$ cat config.mk
export PLATFORM = sky130hd
export DESIGN_NAME = cdc_req_sender
export DESIGN_NICKNAME = d
export VERILOG_FILES = /design/src/rtl/cdc_req_sender.sv
export SDC_FILE = /design/constraint.sdc
export NUM_CORES = 1
export LEC_CHECK = 0
export ABC_AREA = 1
export BUFFER_PORTS_ARGS = -buffer_cell sky130_fd_sc_hd__buf_2
export CORE_MARGIN = 2
export CORE_UTILIZATION = 43
export CTS_BUF_LIST = sky130_fd_sc_hd__clkbuf_4 sky130_fd_sc_hd__clkbuf_8
export CTS_CLUSTER_DIAMETER = 100
export DETAILED_ROUTE_END_ITERATION = 7
export GPL_TIMING_DRIVEN = 0
export PLACE_DENSITY_LB_ADDON = 0.12
export SLEW_MARGIN = 20
export SYNTH_ARGS = -nofsm -noshare
export SYNTH_HDL_FRONTEND = slang
export SYNTH_SLANG_ARGS = --single-unit
$ cat constraint.sdc
create_clock -name i_clk -period 1.8 [get_ports i_clk]
set_input_delay 0.27 -clock i_clk [delete_from_list [all_inputs] [get_ports i_clk]]
set_output_delay 0.27 -clock i_clk [all_outputs]
set_load 0.02 [all_outputs]
$ cat src/rtl/cdc_req_sender.sv
// cdc_req_sender
// Source-domain transmitter for a single-word clock-domain crossing using a
// four-phase req/ack handshake. A word accepted on the valid/ready port is
// registered onto o_cdc_data and held there while o_cdc_req is raised. The
// destination returns i_cdc_ack, which is synchronised here before it is
// allowed to influence any state. Everything below runs on i_clk.
//
// Handshake phases as seen from this side:
//   IDLE    : ready for a word; req low
//   REQ     : req high, waiting for the synchronised ack to go high
//   RELEASE : req low again, waiting for the synchronised ack to drop
// A transfer counts as complete only when the ack has fully returned low.
//
// SYNC_STAGES is meant to be 2..4; fewer than two flops gives no
// metastability protection and the chain slice below would be empty.

module cdc_req_sender #(
  parameter int DATA_WIDTH  = 32,
  parameter int SYNC_STAGES = 2,
  parameter int CNT_WIDTH   = 16
) (
  input  logic                  i_clk,
  input  logic                  i_rst,
  input  logic                  i_src_valid,
  output logic                  o_src_ready,
  input  logic [DATA_WIDTH-1:0] i_src_data,
  output logic [DATA_WIDTH-1:0] o_cdc_data,
  output logic                  o_cdc_req,
  input  logic                  i_cdc_ack,
  output logic                  o_busy,
  output logic [CNT_WIDTH-1:0]  o_xfer_count
);

  typedef enum logic [1:0] {
    IDLE    = 2'd0,
    REQ     = 2'd1,
    RELEASE = 2'd2
  } SenderState;

  SenderState             r_state;
  logic [SYNC_STAGES-1:0] r_ackSync;
  logic                   r_cdcReq;
  logic [DATA_WIDTH-1:0]  r_cdcData;
  logic [CNT_WIDTH-1:0]   r_xferCount;

  logic                   w_ackS;
  logic                   w_srcReady;

  // Plain flop chain bringing the asynchronous ack into i_clk; no logic between stages.
  always_ff @(posedge i_clk) begin
    if (i_rst) begin
      r_ackSync <= '0;
    end else begin
      r_ackSync <= {r_ackSync[SYNC_STAGES-2:0], i_cdc_ack};
    end
  end

  assign w_ackS = r_ackSync[SYNC_STAGES-1];

  // Ready depends on the phase only, so the local producer never sees a path from its own valid.
  assign w_srcReady = (r_state == IDLE);

  // Handshake sequencer: captures the word, drives req and counts finished transfers.
  always_ff @(posedge i_clk) begin
    if (i_rst) begin
      r_state     <= IDLE;
      r_cdcReq    <= 1'b0;
      r_cdcData   <= '0;
      r_xferCount <= '0;
    end else begin
      case (r_state)
        IDLE: begin
          if (i_src_valid && w_srcReady) begin
            r_cdcData <= i_src_data;
            r_cdcReq  <= 1'b1;
            r_state   <= REQ;
          end
        end
        REQ: begin
          if (w_ackS) begin
            r_cdcReq <= 1'b0;
            r_state  <= RELEASE;
          end
        end
        RELEASE: begin
          if (!w_ackS) begin
            r_xferCount <= r_xferCount + CNT_WIDTH'(1);
            r_state     <= IDLE;
          end
        end
        default: begin
          r_cdcReq <= 1'b0;
          r_state  <= IDLE;
        end
      endcase
    end
  end

  assign o_src_ready  = w_srcReady;
  assign o_busy       = !w_srcReady;
  assign o_cdc_req    = r_cdcReq;
  assign o_cdc_data   = r_cdcData;
  assign o_xfer_count = r_xferCount;

endmodule

**After elaboration in Yosys (flattened, before gate mapping)**

Index checks and enable logic that the tools add are counted.

- Register bits: 53
- Input port bits: 36
- Output and inout bits: 51
- Logic and storage cells: 27

- $add $sub $neg: 1
- Eq/ne operators: 5
- Muxes and demuxes: 7
- Bitwise gates (word level): 2
- Reduce and logical (&&, ||, !) cells: 7

Operators by type and width:

| cell | number |
|---|---|
| 16-bit by 1-bit adder with 16-bit output (second input constant) | 1 |
| 2-bit 2-to-1 mux | 3 |
| 2-bit one-hot mux with 3 select lines | 1 |
| 3-bit AND reduction | 2 |
| 2-bit inequality test (second input constant) | 2 |
| 2-bit AND reduction | 2 |
| 1-bit one-hot mux with 3 select lines | 1 |
| 2-bit by 1-bit equality test with 1-bit output (second input constant) | 1 |
| 2-bit equality test (second input constant) | 1 |
| 2-bit logical NOT | 1 |
| 1-bit 2-to-1 mux | 2 |
| 2-bit by 1-bit inequality test with 1-bit output (second input constant) | 1 |
| 1-bit inverter | 2 |
| 1-bit logical AND | 1 |
| 1-bit logical NOT | 1 |

**Longest topological paths before layout**

- Depth in word-level cells: 4
- Depth in mapped cells: 8
- Gate-level depth less buffers: 8

**Worst setup path after synthesis**

Ideal clock, no wire load.

- Kind: register to register
- Start point: register r_xferCount[0], in the netlist o_xfer_count[0]
- End point: register r_xferCount[6], in the netlist o_xfer_count[6]
- Setup time: 117 ps
- Arrival time: 1,253 ps
- Required time: 1,683 ps
- Path slack: 429 ps
- Cell stages (with the launch flop): 7
- Buffers on the path: 0
- Period minus slack after synthesis: 1,371 ps
- Path through: dfxtp_1 -> ha_1 -> nand3_1 -> nor2_2 -> nand2_1 -> xor2_1 -> nor2_1

- Word-level cells in the longest chain between the ends: 1

RTL lines:

| what | line | RTL |
|---|---|---|
| start: declaration | 44 | `logic [CNT_WIDTH-1:0] r_xferCount;` |
| start signal: assignment | 87 | `r_xferCount <= r_xferCount + CNT_WIDTH'(1);` |
| 16-bit by 1-bit adder with 16-bit output | 87 |  |

Every way passes these cells.
A chain may end at the register's enable or synchronous reset.

**Worst setup path after layout**

- Start point: register r_xferCount[1], in the netlist o_xfer_count[1]
- End point: register r_xferCount[6], in the netlist o_xfer_count[6]

Same word-level chain as after synthesis.

==> run metrics <==
status=complete, no violations; die area=around 5600 um^2; Synth Instances=296; clock skew=approximately 0.0089 ns; most frequent cells in the layout=nor2_1 (98), buf_2 (88), dfxtp_1 (53); worst hold path class=in2reg; TNS Setup=0 ns; Hold Crit Depth=3; die height=approximately 75 um; Clock Tree Buf Depth=2; GRT overflow=0; hold endpoint=r_ackSync[0]$_SDFF_PP0_; Post-DP Area=between 2000 and 3000 um^2; unrepaired setup endpoints after global routing=false; synthesized cell area=between 2000 and 2500 um^2; slew of the pin with the lowest slew margin=~0.39 ns; met2 Usage GRT=a little under a third; violation count after the first detailed-route iteration=64; # nets final=425; pwr/cell area=around 890 nW/um^2; commonest non-fill, non-tap cell in the layout=nor2_1; Final Max Tran Viols=0; CTS clk-pin slew, worst paths=about 0.080 ns; routed via count=around 2100; Highest Clock Rate=just over 700 MHz; Ys Warns=0; fin area=approximately 2800 um^2; Top-Level Pins=slightly below 90; synthesized area per cell=7.241 um^2; worst reg2reg setup slack=between 0.3 and 0.4 ns; Synth area leaders=dfxtp_1 (50%), nor2_1 (17%), o21ai_0 (7.9%), nand2_1 (6.3%), inv_1 (3.5%); final hold viol count=0; post-route ant nets=0; Leakage=roughly 1.3 nW; quantity of gates resized following cts=0; detailed-route DRC error count=0; met3 usage=5.556%; top cell type's share of synthesized area=between 40% and 50%; r2r endpoint=o_xfer_count[6]$_SDFFE_PP0P_; initial antenna violation count=0; crit path from=o_xfer_count[1]$_SDFFE_PP0P_; Max-slew headroom=between 70% and 80%; number of max-cap violations=0; die width=approximately 75 um; ANT cells=0; first-pass GRT wire length=around 7700 um; register area share after synthesis=between 40% and 50%; clk_lat worst skew=roughly 0.3 ns; Num CTS Buffers=5; vias in the first global route=1786; Crit Reg-Reg Startpoint=o_xfer_count[1]$_SDFFE_PP0P_; GP Congestion=roughly 0.84; Pwr Total=about 2.5 mW; CTS root buf=clkbuf_8; Crit Path Max Fanout=7; vias per inst=between 4 and 5; largest area contributor in the netlist=dfxtp_1; layer with the highest usage=met2; syn_nets=around 330; placed cells=~450; Port Buffers=85; 1st-pass router iterations=4; WL final=4896 um; worst hold start=i_cdc_ack; Final min period=about 1.4 ns; DR WL/cell=10.74 um; layout cells sized above 1=roughly 29%; Peak VDD IR=roughly 0.00034 V; WP data arrival=around 1.6 ns; largest net degree at the start of global routing=16; met1 Use GR=21.47%; Clock Sinks=53; crit start category=flip-flop; Hold Buf Count CTS=0; fin crit share=around 78%; Synth cell types=25; Layout Cells excl Fill=~460; flops & latches, synth=53; CP required=between 1.5 and 2 ns; worst reg-to-reg path cell count=6; crit path capture type=flip-flop; P&R area growth vs syn=29.36%; Setup Buffers After CTS=0; hpwl dp=3655 um; final setup fails=0; starting density of the core=approximately 45%; CTS HTree Levels=2; Row Count=25; TritonCTS clock tree=yes; Setup Crit Path Kind=reg2reg; core area=approximately 4800 um^2; GRT Resource Usage Total=17.85%
layout make-up:
cell class | count | area, um^2
buffer | 12 | 72.57
clock buffer | 7 | 90.09
clock inverter | 1 | 30.03
fill | 484 | 1982
inverter | 23 | 86.33
multi-input combinational | 208 | 923.4
sequential | 53 | 1061
tap | 67 | 83.83
timing repair buffer | 85 | 425.4
flip-flops by register name, summed over array words and instances (netlist names):
signal        count
o_cdc_req         1
r_ackSync         2
o_xfer_count     16
r_state           2
o_cdc_data       32
metal layers:
layer	routed length (um)	part of all wire, %
met1	2215	45
met2	2294	47
met3	324	6.6
met4	61	1.2
met5	0	0
synth_stat cells, drive strengths merged:
library cell / n
nor2: 102
dfxtp: 53
nand2: 38
o21ai: 37
inv: 23
nand3: 12
a21oi: 7
buf: 7
nand4: 6
clkbuf: 5
nor3: 2
and2: 1
ha: 1
nand3b: 1
xor2: 1
per-stage QoR:
step	utilization, %	hold slack, ns	setup slack [ns]
after floorplan	-	0.3770	0.4295
after global placement	55.79	0.3905	0.4303
after detailed placement	55.79	0.4036	0.4056
after CTS	58.32	0.1600	0.3749
after global routing	58.32	0.1737	0.2101
final	58.32	0.1715	0.3887
where the power goes:
part / internal, mW / total (mW) / switching [mW]
sequential: 1.24 / 1.27 / 0.0318
clock: 0.469 / 0.835 / 0.366
combinational: 0.136 / 0.364 / 0.228
worst max path at each step:
stage	cells after the start	end	slack, ns
2_1_floorplan	6	o_xfer_count[6]$_SDFFE_PP0P_	0.43
3_3_place_gp	6	o_xfer_count[6]$_SDFFE_PP0P_	0.43
3_5_place_dp	6	o_xfer_count[6]$_SDFFE_PP0P_	0.41
4_1_cts	6	o_xfer_count[6]$_SDFFE_PP0P_	0.37
5_1_grt	7	o_xfer_count[14]$_SDFFE_PP0P_	0.21
6_report	6	o_xfer_count[6]$_SDFFE_PP0P_	0.39
worst max-delay path, cell delays in order (launching register included):
cell and delay [ns]:
dfxtp_1 0.42, ha_1 0.23, nand3_1 0.11, nor2_2 0.25, nand2_1 0.10, xor2_1 0.14, nor2_1 0.05
kinds of logic after synthesis:
group                      after synthesis  synth area share, %
AOI/OAI and AO/OA                       44                10.27
DFF                                     53                49.50
adders and majority gates                1               0.5837
xor gates and xnor gates                 1               0.4087
and+or+nand+nor                        162                31.82
buffers and inverters                   35                7.413
Note: power is estimated with default switching activity, not from simulation.
